<file path="src/rtl/uart_pkg.sv">
// Shared types and elaboration helpers for the FIFO-fed UART transmitter.
package uart_pkg;

   typedef enum logic [1:0] {
      PAR_NONE = 2'd0,
      PAR_EVEN = 2'd1,
      PAR_ODD  = 2'd2
   } parity_e;

   typedef enum logic [2:0] {
      IDLE,
      START,
      DATA,
      PARITY_S,
      STOP
   } tx_state_e;

   // Nearest-integer clock divider for one bit period.
   function automatic int calc_div(input int clk_freq, input int baud);
      return (clk_freq + baud / 2) / baud;
   endfunction

   function automatic bit cfg_ok(input int data_bits, input int stop_bits, input int depth);
      return (data_bits >= 5) && (data_bits <= 9) &&
             ((stop_bits == 1) || (stop_bits == 2)) &&
             (depth >= 2) && ((depth & (depth - 1)) == 0);
   endfunction

endpackage

</file>
<file path="src/rtl/uart_sync_fifo.sv">
// Single-clock FIFO; pointers carry one extra wrap bit so full and empty differ.
module uart_sync_fifo #(
   parameter int WIDTH = 8,
   parameter int DEPTH = 4
) (
   input  logic                     clk_i,
   input  logic                     rst_n_i,
   input  logic                     push_i,
   input  logic [WIDTH-1:0]         wdata_i,
   input  logic                     pop_i,
   output logic [WIDTH-1:0]         rdata_o,
   output logic                     full_o,
   output logic                     empty_o,
   output logic [$clog2(DEPTH):0]   level_o
);
   localparam int AW = $clog2(DEPTH);

   logic [WIDTH-1:0] mem_q [DEPTH];
   logic [AW:0]      wr_ptr_q, wr_ptr_d;
   logic [AW:0]      rd_ptr_q, rd_ptr_d;
   logic             do_push, do_pop;

   assign level_o = wr_ptr_q - rd_ptr_q;
   assign full_o  = (level_o == (AW+1)'(DEPTH));
   assign empty_o = (wr_ptr_q == rd_ptr_q);
   assign do_push = push_i && !full_o;
   assign do_pop  = pop_i && !empty_o;
   assign rdata_o = mem_q[rd_ptr_q[AW-1:0]];

   always_comb begin
      wr_ptr_d = wr_ptr_q;
      rd_ptr_d = rd_ptr_q;
      if (do_push) wr_ptr_d = wr_ptr_q + (AW+1)'(1);
      if (do_pop)  rd_ptr_d = rd_ptr_q + (AW+1)'(1);
   end

   always_ff @(posedge clk_i or negedge rst_n_i) begin
      if (!rst_n_i) begin
         wr_ptr_q <= '0;
         rd_ptr_q <= '0;
      end else begin
         wr_ptr_q <= wr_ptr_d;
         rd_ptr_q <= rd_ptr_d;
      end
   end

   // Storage is not reset; flushing is done by clearing the pointers.
   always_ff @(posedge clk_i) begin
      if (do_push) mem_q[wr_ptr_q[AW-1:0]] <= wdata_i;
   end

endmodule

</file>
<file path="src/rtl/uart_tx_fifo_writer.sv">
// UART transmitter fed by a small FIFO; frames run back to back while words are queued.
module uart_tx_fifo_writer
   import uart_pkg::*;
#(
   parameter int CLK_FREQ  = 50_000_000,
   parameter int boadrate  = 115200,
   parameter int DATA_BITS = 8,
   parameter int PARITY    = 0,
   parameter int STOP_BITS = 1,
   parameter int DEPTH     = 4
) (
   input  logic                   clk,
   input  logic                   rst,
   input  logic [DATA_BITS-1:0]   data,
   input  logic                   valid,
   output logic                   ready,
   output logic                   tx,
   output logic                   wait_signal,
   output logic [$clog2(DEPTH):0] fifo_level
);
   localparam int             DIV       = calc_div(CLK_FREQ, boadrate);
   localparam int             BCW       = $clog2(DIV);
   localparam logic [BCW-1:0] BAUD_LAST = BCW'(DIV - 1);
   localparam logic [3:0]     DATA_LAST = 4'(DATA_BITS - 1);
   localparam logic [3:0]     STOP_LAST = 4'(STOP_BITS - 1);
   localparam parity_e        PMODE     = parity_e'(PARITY);

   if (!cfg_ok(DATA_BITS, STOP_BITS, DEPTH) || (PARITY < 0) || (PARITY > 2) || (DIV < 2)) begin : g_cfg_err
      $error("uart_tx_fifo_writer: illegal parameter combination");
   end

   tx_state_e            state_q, state_d;
   logic [BCW-1:0]       baud_cnt_q, baud_cnt_d;
   logic [3:0]           bit_cnt_q, bit_cnt_d;
   logic [DATA_BITS-1:0] shreg_q, shreg_d;
   logic                 par_q, par_d;
   logic                 tx_q, tx_d;
   logic                 pop, bit_end;
   logic                 fifo_full, fifo_empty;
   logic [DATA_BITS-1:0] fifo_rdata;

   uart_sync_fifo #(
      .WIDTH (DATA_BITS),
      .DEPTH (DEPTH)
   ) u_fifo (
      .clk_i   (clk),
      .rst_n_i (rst),
      .push_i  (valid),
      .wdata_i (data),
      .pop_i   (pop),
      .rdata_o (fifo_rdata),
      .full_o  (fifo_full),
      .empty_o (fifo_empty),
      .level_o (fifo_level)
   );

   assign ready       = !fifo_full;
   assign wait_signal = !fifo_empty || (state_q != IDLE);
   assign tx          = tx_q;
   assign bit_end     = (baud_cnt_q == BAUD_LAST);

   // tx_d reflects the current state, so the line lags the FSM by one clock.
   always_comb begin
      state_d    = state_q;
      baud_cnt_d = baud_cnt_q;
      bit_cnt_d  = bit_cnt_q;
      shreg_d    = shreg_q;
      par_d      = par_q;
      pop        = 1'b0;
      tx_d       = 1'b1;
      if (state_q != IDLE) baud_cnt_d = bit_end ? '0 : baud_cnt_q + BCW'(1);
      case (state_q)
         IDLE: tx_d = 1'b1;
         START: begin
            tx_d = 1'b0;
            if (bit_end) begin
               state_d   = DATA;
               bit_cnt_d = '0;
            end
         end
         DATA: begin
            tx_d = shreg_q[0];
            if (bit_end) begin
               shreg_d = shreg_q >> 1;
               if (bit_cnt_q == DATA_LAST) begin
                  bit_cnt_d = '0;
                  state_d   = (PMODE == PAR_NONE) ? STOP : PARITY_S;
               end else begin
                  bit_cnt_d = bit_cnt_q + 4'd1;
               end
            end
         end
         PARITY_S: begin
            tx_d = par_q;
            if (bit_end) state_d = STOP;
         end
         STOP: begin
            tx_d = 1'b1;
            if (bit_end) begin
               if (bit_cnt_q == STOP_LAST) begin
                  bit_cnt_d = '0;
                  state_d   = IDLE;
               end else begin
                  bit_cnt_d = bit_cnt_q + 4'd1;
               end
            end
         end
         default: state_d = IDLE;
      endcase
      // Load from the FIFO whenever the FSM is, or is about to be, idle.
      if ((state_d == IDLE) && !fifo_empty) begin
         pop        = 1'b1;
         shreg_d    = fifo_rdata;
         par_d      = (^fifo_rdata) ^ (PMODE == PAR_ODD);
         state_d    = START;
         baud_cnt_d = '0;
         bit_cnt_d  = '0;
      end
   end

   always_ff @(posedge clk or negedge rst) begin
      if (!rst) begin
         state_q    <= IDLE;
         baud_cnt_q <= '0;
         bit_cnt_q  <= '0;
         tx_q       <= 1'b1;
      end else begin
         state_q    <= state_d;
         baud_cnt_q <= baud_cnt_d;
         bit_cnt_q  <= bit_cnt_d;
         tx_q       <= tx_d;
      end
   end

   always_ff @(posedge clk) begin
      shreg_q <= shreg_d;
      par_q   <= par_d;
   end

endmodule

</file>
<file path="config.mk">
export PLATFORM = sky130hd
export DESIGN_NAME = uart_tx_fifo_writer
export DESIGN_NICKNAME = d
export VERILOG_FILES = /design/src/rtl/uart_pkg.sv /design/src/rtl/uart_sync_fifo.sv /design/src/rtl/uart_tx_fifo_writer.sv
export SDC_FILE = /design/constraint.sdc
export NUM_CORES = 1
export LEC_CHECK = 0
export ABC_AREA = 1
export CAP_MARGIN = 20
export CORE_UTILIZATION = 50
export CTS_CLUSTER_SIZE = 14
export DETAILED_ROUTE_END_ITERATION = 8
export PLACE_DENSITY = 0.68
export SLEW_MARGIN = 20
export SYNTH_ARGS = -nofsm -noshare
export SYNTH_HDL_FRONTEND = slang
export SYNTH_SLANG_ARGS = --single-unit
</file>
<file path="constraint.sdc">
create_clock -name clk -period 3.3 [get_ports clk]
set_input_delay 0.99 -clock clk [delete_from_list [all_inputs] [get_ports clk]]
set_output_delay 0.99 -clock clk [all_outputs]
set_load 0.05 [all_outputs]
</file>
Word-level counts from Yosys, hierarchy flattened --
Memory sizes are Yosys's and may differ from the RTL's. Index checks and enable logic that the tools add are counted.
Storage, ports and cells: register bits 32, RAM bits 32, bits of input ports 11, output and inout port bits 6, logic and storage cells 67, memories 1
Cells by class: add/subtract/negate cells 5, equality and inequality tests 11, mux-type cells 25, reductions and logical operators 17
Memory list:
- u_fifo.mem_q | depth 4, width 8, rd ports 1, clocked after memory_dff 0, write ports 1, line uart_sync_fifo.sv:18 | logic [WIDTH-1:0] mem_q [DEPTH];
Operator list (count):
- 2-to-1 mux 9 bit | 3
- 2-to-1 mux 4 bit | 6
- 2-to-1 mux 8 bit | 3
- 2-to-1 mux 3 bit | 7
- one-hot mux 3 bit (5 select lines) | 1
- one-hot mux 4 bit (3 select lines) | 1
- adder 9 x 1 -> 9 bit, second input constant | 1
- equality test 9 bit, second input constant | 1
- != test 3 bit, second input constant | 3
- parity 8 bit | 1
- adder 3 x 1 -> 3 bit, second input constant | 2
- equality test 3 x 2 -> 1 bit, second input constant | 2
- equality test 3 bit, second input constant | 2
- zero test 3 bit | 2
- nonzero test 2 bit | 3
- adder 4 x 1 -> 4 bit, second input constant | 1
- equality test 4 x 3 -> 1 bit, second input constant | 1
- zero test 4 bit | 1
- AND reduction 4 bit | 1
- nonzero test 4 bit | 1
- equality test 3 x 1 -> 1 bit, second input constant | 1
- equality test 3 bit | 1
- logical AND 1 bit | 3
- 2-to-1 mux 1 bit | 3
- 6 further kinds | 7

Depth between registers and ports, before layout --
Gate-level depths: netlist (run 1).
word-level depth 8, mapped depth 14, depth with buffers taken out 13

Hierarchy --
A second synthesis (run 1) with hierarchy kept.
Unflattened totals: cells, all modules 349, area total of the unflattened synthesis 3230.6 µm²
By module, submodules not included:
- uart_sync_fifo | times used 1, cells an instance 139, area each 1665.3 µm², seq. area each 1111.1 µm²
- uart_tx_fifo_writer | times used 1, cells an instance 210, area each 1565.3 µm², seq. area each 696.9 µm²

Worst setup path before layout (run 1) --
No wires, ideal clock.
kind flip-flop to output port, from register u_fifo.wr_ptr_q[0], to output port ready, data arrival time 2.634 ns, data required time 2.310 ns, slack -0.324 ns, cell stages (with the launch flop) 6, path buffers 0, cells stage by stage dfrtp_1 > inv_1 > ha_1 > fa_1 > xnor2_1 > nand3_1
On the way: longest elaborated chain between the ends 3
RTL lines:
- start, declared | line uart_sync_fifo.sv:19 | logic [AW:0] wr_ptr_q, wr_ptr_d;
- start signal, assigned | line uart_sync_fifo.sv:42 | wr_ptr_q <= wr_ptr_d;
- subtractor 3 bit | line uart_sync_fifo.sv:23 | assign level_o = wr_ptr_q - rd_ptr_q;
- net fifo_level[2] | line uart_tx_fifo_writer.sv:19 | output logic [$clog2(DEPTH):0] fifo_level
- equality test 3 bit | line uart_sync_fifo.sv:24 | assign full_o = (level_o == (AW+1)'(DEPTH));
- zero test 1 bit | line uart_tx_fifo_writer.sv:57 | assign ready = !fifo_full;
- end, declared | line uart_tx_fifo_writer.sv:16 | output logic ready,
The timed path passes the listed nets, and every way through them passes these cells.

Final worst setup path (run 1) --
from register u_fifo.wr_ptr_q[0], to output port ready
On the way: longest elaborated chain between the ends 3
RTL lines (line):
- subtractor 3 bit | uart_sync_fifo.sv:23
- equality test 3 bit | uart_sync_fifo.sv:24
- zero test 1 bit | uart_tx_fifo_writer.sv:57
Every way passes these cells.

==> results.md, run 1 <==
- Buffers placed on the I/O ports in this run total 16.
- The post-synthesis sequential area ratio is 54.1%.
- In this run the tightest slew margin relative to its limit is 53.4%.
- The HPWL after detailed placement is 4330 um.
- Summed over all layers, the global routing overflow is 0.
- Buffers inserted during clock tree synthesis total 9.
- The floorplan step defined a die boundary enclosing 7020 sq um.
- The accumulated negative setup slack is 0 ps.
- The initial antenna violation count is 0.
- The number of cell rows is 29.
- The net count of the finished layout is 413.
- The x dimension of the die is 83.8 um.
- The detailed router placed 2388 vias in this run.
- The setup path with the least slack is of type reg2out.
- At the placement stage, the worst setup path has a slack of 458 ps.
- Entering global routing, the biggest net connects 31 pins.
- In the global route stage, overall resource usage came out at 20.0%.
- The number of routed nets with antenna violations is 0.
- Among all stages on the critical path, the largest delay is contributed by sky130_fd_sc_hd__fa_1.
- The via density per instance is 5.06.
- The path class of the tightest hold or removal check is reg2reg.
- The diode insertion count for antenna repair is 0.
- The core footprint is 6390 sq um.
- The number of search-and-repair iterations in the first detailed-routing pass is 4.
- The number of max-capacitance violations reported is 0.
- The floorplan step set the die height to 83.8 um.
- The number of global-route vias before repair is 2354.
- TritonCTS built the clock tree.
- The average footprint of a synthesized cell is 9.21 sq um.
- The number of unique standard cell types used by synthesis is 30.
- The initial utilization of the core area, before any placement, comes to 52.4%.
- The residual DRC count is 0.
- The synthesized netlist occupies a cell area of 3340 sq um.
- The first global-routing pass estimated 10800 um of wire.
- The area growth from synthesis to layout is 15.6%.
- The weighted congestion at the end of routability-driven global placement is 0.827.
- In the layout the commonest cells are 116 x sky130_fd_sc_hd__nand2_1, 41 x sky130_fd_sc_hd__edfxtp_1, 37 x sky130_fd_sc_hd__nand3_1.
- The total clock sinks is 64.
- The H-tree generated during clock tree synthesis spans 3 levels.
- Summed over all cells, the static leakage comes to 1.73 nW.
- The run finished with clean final reports.
- Derived from the worst setup path, the maximum achievable clock frequency is 325 MHz.
- The tree is rooted in a sky130_fd_sc_hd__clkbuf_8.
- The instance count of the mapped netlist is 363.
- The count of final setup violators is 0.
- The data required time at the worst endpoint is 2310 ps.
- The worst setup path is launched from a flip-flop.
- The clock reaches the later pin of the worst-skew pair after 340 ps.
- The highest fanout seen on the critical path is 4.
- The most used flip-flop cell after synthesis is sky130_fd_sc_hd__edfxtp_1.
- The number of hold violations in the final report was 0.
- The max-slew violation count is 0.
- The average wire length per cell after detail routing is 12.9 um.
- The buffer levels on the longest clock path is 2.
- The boundary pin count is 17.
- The fraction of registers with async set or reset after synthesis is 35.9%.
- The share of the clock period used by the worst path after layout is 93.1%.
- The transition at the pin with the smallest max-transition slack is 697 ps.
- The signal on the critical path passes through inv_1, ha_1, fa_1, xnor2_2, nand3_1, buf_12.
- The register bit count reported by yosys is 64.
- Cells with a size suffix above 1 make up 16.5% of the layout.
- The final setup slack of the worst path is 227 ps.
- Clock-pin slew was measured on the worst setup and hold paths at 70 ps.
- After detailed routing, the total wire length is 6090 um.
- The ratio of total power to cell area is 634 nW/um^2.
- Between clock sinks in the finished design, the worst skew comes to 5.01 ps.
- The number of synthesis warnings is 0.
- The longest individual stage delay on the worst path is 410 ps.
- The arrival time of data at the critical path endpoint is 2080 ps.
- Setup repair after global routing left no endpoint under its margin.
- The clock period could shrink to 3070 ps.
- The number of nets handed over by synthesis was 386.
- The DRC marker count from the first detailed-route iteration is 112.
- VDD sags by at most 474 uV.
- The worst setup path is captured at an output pin.
- The number of post-CTS setup repair buffers is 0.
- The count of flip-flops with a built-in enable after synthesis is 41.
- The leading cell type in the layout, fill and taps excluded is sky130_fd_sc_hd__nand2_1.
-- power by group --
group	total (mW)	switching (mW)	leakage (nW)	internal, mW
logic	0.656	0.396	0.946	0.260
registers	1.00	0.0329	0.665	0.968
clock network	0.793	0.298	0.114	0.495
total	2.45	0.728	1.73	1.72
-- layout make-up --
| cell class | instances | area [sq um] |
|---|---|---|
| fill | 556 | 2520 |
| sequential | 64 | 1810 |
| multi-input combinational | 253 | 1340 |
| timing repair buffer | 24 | 248 |
| inverter | 38 | 143 |
| clock buffer | 9 | 124 |
| clock inverter | 7 | 110 |
| tap | 77 | 96.3 |
-- critical path, delay by kind of cell, from the launching register on --
family / cells / cell delay, ps
adders and majority gates: 2 / 620
xor gates and xnor gates: 1 / 250
and+or+nand+nor: 1 / 190
DFF: 1 / 370
buffers and inverters: 2 / 310
-- sequential cells by signal, summed over array words and instances (netlist names), 3 cells and up --
name and count:
baud_cnt_q 9, u_fifo.mem_q 32, bit_cnt_q 4, state_q 3, u_fifo.rd_ptr_q 3, u_fifo.wr_ptr_q 3, shreg_q 8
-- cell families (layout without fill, tap and decap cells) --
group,count (synthesis),in the layout,synth area share [%]
DFF,64,64,54.1
xor gates and xnor gates,10,10,2.62
buffers and inverters,46,78,6.21
and+or+nand+nor,210,210,28.1
adders and majority gates,12,12,4.72
AOI/OAI and AO/OA,21,21,4.30
-- final timing paths --
path | from | endpoint | slack (ps) | depth (start not counted)
max reg2reg | u_fifo.wr_ptr_q[0]$_DFFE_PN0P_ | u_fifo.mem_q[2][5]$_DFFE_PP_ | 780 | 7
max in group asynchronous | rst | tx$_DFF_PN1_ | 2010 | 2
min reg2reg | par_q$_DFFE_PN_ | tx$_DFF_PN1_ | 510 | 2
min | par_q$_DFFE_PN_ | tx$_DFF_PN1_ | 510 | 2
min in group asynchronous | rst | baud_cnt_q[2]$_DFFE_PN0P_ | 1000 | 2
max | u_fifo.wr_ptr_q[0]$_DFFE_PN0P_ | ready | 230 | 6
-- what timing repair did --
item	4_1_cts	5_1_grt
hold buffers	0	0
resized for setup	0	1
endpoints found under the setup margin	0	1
-- metrics by stage --
| stage | cell area [sq um] | hold slack (ps) | std cells | util (%) | power, mW |
|---|---|---|---|---|---|
| floorplan | 3350 | 433 | 363 | - | 1.40 |
| global placement | 3630 | 507 | 456 | 56.8 | 1.66 |
| detailed placement | 3630 | 489 | 456 | 56.8 | 1.68 |
| CTS | 3860 | 498 | 472 | 60.5 | 2.48 |
| global route | 3860 | 516 | 472 | 60.5 | 2.58 |
| finish | 3860 | 508 | 472 | 60.5 | 2.45 |
-- Yosys cell counts, drive strengths merged (5+ instances only) --
master	count	area (sq um)
dfrtp	22	551
nor2	30	140
buf	7	61.3
a21oi	5	25.0
nand3	39	213
xor2	6	52.6
o21ai	14	100
edfxtp	41	1230
ha	11	138
nand2	132	536
inv	36	135
nor3	6	30.0
-- layer usage --
| metal | track usage, % | share of wire [%] |
|---|---|---|
| met4 | 12.6 | 2.6 |
| met2 | 32.2 | 49 |
| met1 | 24.6 | 45 |
| met3 | 4.45 | 3.4 |
| met5 | 0 | 0 |
No activity file was read; power rests on OpenSTA's default activity.
==> run 2: changes to the inputs <==
Settings changed: SLEW_MARGIN 20 to default.
==> results of run 2 <==
Same layout as run 1: the final DEF is identical, and so are final timing and power.
==> run 3: changes to the inputs <==
Settings changed: MAX_ROUTING_LAYER from default to met4.
==> run 3 against run 2 <==
Clock power about the same. Sequential power about the same. Sequential share of layout area unchanged. Largest power group unchanged.
==> results.md, run 3 (synthesis results as in run 1) <==
- Result of the run: finished clean (unchanged).
- The final cell count without fillers is 472 (unchanged).
- The register clock-pin slew on the reported worst setup and hold paths is 70 ps (about the same).
- The transition at the pin with the smallest max-transition slack is 697 ps (about the same).
- The number of hold violations in the final report was 0 (unchanged).
- The buffer levels on the longest clock path is 2 (unchanged).
- The total routing resource utilization after global routing was 20.6% (was 20.0%).
- The switching share of power is 29.8% (was 29.7%).
- The diode insertion count for antenna repair is 0 (unchanged).
- The maximum clock frequency is 325 MHz (about the same).
- The type of the setup path with the least slack is reg2out (unchanged).
- The residual DRC count is 0 (unchanged).
- The worst hold margin is 508 ps (about the same).
- The share of total power in the clock network came to 32.5% (was 32.4%).
- The number of global-route vias before repair is 2354 (unchanged).
- The number of cell rows was 29 (unchanged).
- The total clock sinks was 64 (unchanged).
- The number of post-CTS setup repair buffers is 0 (unchanged).
- The data required time at the worst endpoint is 2310 ps (about the same).
- The number of max-capacitance violations reported is 0 (unchanged).
- The kind of start point of the critical path is a flip-flop (unchanged).
- The setup skew after layout was 5.64 ps (was 5.01 ps).
- The TritonCTS clock tree is yes (unchanged).
- The cell total after placement is 456 (unchanged).
- The number of routed nets with antenna violations is 0 (unchanged).
- The effective utilization at floorplan is 52.4% (unchanged).
- The wire length of the first global-routing pass came to 10800 um (unchanged).
- The final setup slack of the worst path is 225 ps (was 227 ps).
- The worst-case setup slack after placement is 458 ps (unchanged).
- The post-cts resize count was 0 (unchanged).
- The logic gate share of total power was 26.7% (was 26.8%).
- The count of buffers from port buffering was 16 (unchanged).
- The total congestion overflow after global routing is 0 (unchanged).
- The DRC marker count from the first detailed-route iteration is 118 (was 112).
- The leading cell type in the layout, fill and taps excluded was sky130_fd_sc_hd__nand2_1 (unchanged).
- The area growth from synthesis to layout came to 15.6% (unchanged).
- The largest net degree at the start of global routing is 31 (unchanged).
- The accumulated negative setup slack came to 0 ps (unchanged).
- The number of search-and-repair iterations in the first detailed-routing pass was 4 (unchanged).
- The static leakage came to 1.73 nW (unchanged).
- Most frequent cells in the layout: 116 x sky130_fd_sc_hd__nand2_1, 41 x sky130_fd_sc_hd__edfxtp_1, 37 x sky130_fd_sc_hd__nand3_1 (unchanged).
- The total wire length was 6100 um (was 6090 um).
- The post-layout minimum cycle time is 3070 ps (about the same).
- The number of nets in the finished design is 413 (unchanged).
- The area of the die is 7020 sq um (unchanged).
- The flip-flop count of the largest register after layout was 32 (unchanged).
- Unrepaired setup endpoints after global routing: false (unchanged).
- The relative contribution of sequential cells to total power was 40.8% (was 40.9%).
- The number of hold buffers added after cts is 0 (unchanged).
- The type of the worst min-delay path is reg2reg (unchanged).
- The weighted congestion at the end of routability-driven global placement came to 0.840 (was 0.827).
- The initial antenna violation count is 0 (unchanged).
- The post-detailed-placement cell area came to 3630 sq um (unchanged).
- The overall power after layout was 2.45 mW (about the same).
- The core footprint is 6390 sq um (unchanged).
- The boundary pin count is 17 (unchanged).
- The fraction of layout cells with a size suffix above 1 is 16.5% (unchanged).
- The internal power of the cells came to 1.72 mW (about the same).
- The ratio of total power to cell area is 635 nW/um^2 (was 634 nW/um^2).
- The count of final setup violators was 0 (unchanged).
- The peak supply drop was 474 uV (about the same).
- The highest fanout seen on the critical path is 4 (unchanged).
- The insertion delay of the later-clocked pin in the worst-skew pair came to 350 ps (was 340 ps).
- The average wire length per cell after detail routing came to 12.9 um (about the same).
- The placed wire-length estimate came to 4330 um (unchanged).
- The cell at the root of the clock tree was sky130_fd_sc_hd__clkbuf_8 (unchanged).
- The critical path endpoint category is an output pin (unchanged).
- The headroom to the max-slew limit is 53.4% (about the same).
- The number of CTS-inserted buffers is 9 (unchanged).
- The x dimension of the die was 83.8 um (unchanged).
- The share of the clock period used by the worst path after layout is 93.2% (was 93.1%).
- The total number of H-tree levels is 3 (unchanged).
- The die span in y was 83.8 um (unchanged).
- The final core utilization is 60.5% (unchanged).
- The switching power is 0.731 mW (was 0.728 mW).
- The arrival time of data at the critical path endpoint came to 2080 ps (about the same).
- The final design instance area without fill is 3860 sq um (unchanged).
- The routed via count came to 2378 (was 2388).
- The via density per instance was 5.04 (was 5.06).
- The max-slew violation count is 0 (unchanged).
==> run 3: cell counts in the layout (fill, tap and decap cells not counted) <==
No cell type changed its count.
==> run 3: final cells by class <==
class / count / area (sq um)
tap: 77 / 96.3
sequential: 64 / 1810
multi-input combinational: 253 / 1340
fill: 556 / 2520
clock buffer: 9 / 124
clock inverter: 7 / 110
inverter: 38 / 143
timing repair buffer: 24 / 248
==> run 3: power by group through the flow <==
| stage | combinational (mW) | sequential (mW) | clock [mW] |
|---|---|---|---|
| floorplan | 0.393 | 1.01 | 0 |
| global placement | 0.643 | 1.01 | 0 |
| detailed placement | 0.666 | 1.02 | 0 |
| CTS | 0.668 | 1.00 | 0.809 |
| global route | 0.725 | 1.01 | 0.843 |
| finish | 0.656 | 1.00 | 0.796 |
==> run 3: layer usage <==
metal | track usage, % | share of wire, % | up-vias
met1 | 24.5 | 45 | 1098
met3 | 5.93 | 3.6 | 15
met5 | - | 0 | -
met2 | 32.2 | 49 | 37
met4 | 10.3 | 2.3 | 0
li1 | - | - | 1228
==> run 3: final timing paths <==
kind	from	end	slack [ps]	depth (start not counted)
max	u_fifo.wr_ptr_q[0]$_DFFE_PN0P_	ready	230	6
min	par_q$_DFFE_PN_	tx$_DFF_PN1_	510	2
max reg2reg	u_fifo.wr_ptr_q[0]$_DFFE_PN0P_	u_fifo.mem_q[2][5]$_DFFE_PP_	780	7
min reg2reg	par_q$_DFFE_PN_	tx$_DFF_PN1_	510	2
max in group asynchronous	rst	tx$_DFF_PN1_	2010	2
min in group asynchronous	rst	baud_cnt_q[2]$_DFFE_PN0P_	1000	2
==> run 3: worst max-delay path, stage by stage, from the launching register on <==
cell and delay, ps:
sky130_fd_sc_hd__dfrtp_1 370, sky130_fd_sc_hd__inv_1 110, sky130_fd_sc_hd__ha_1 210, sky130_fd_sc_hd__fa_1 410, sky130_fd_sc_hd__xnor2_2 250, sky130_fd_sc_hd__nand3_1 190, sky130_fd_sc_hd__buf_12 200
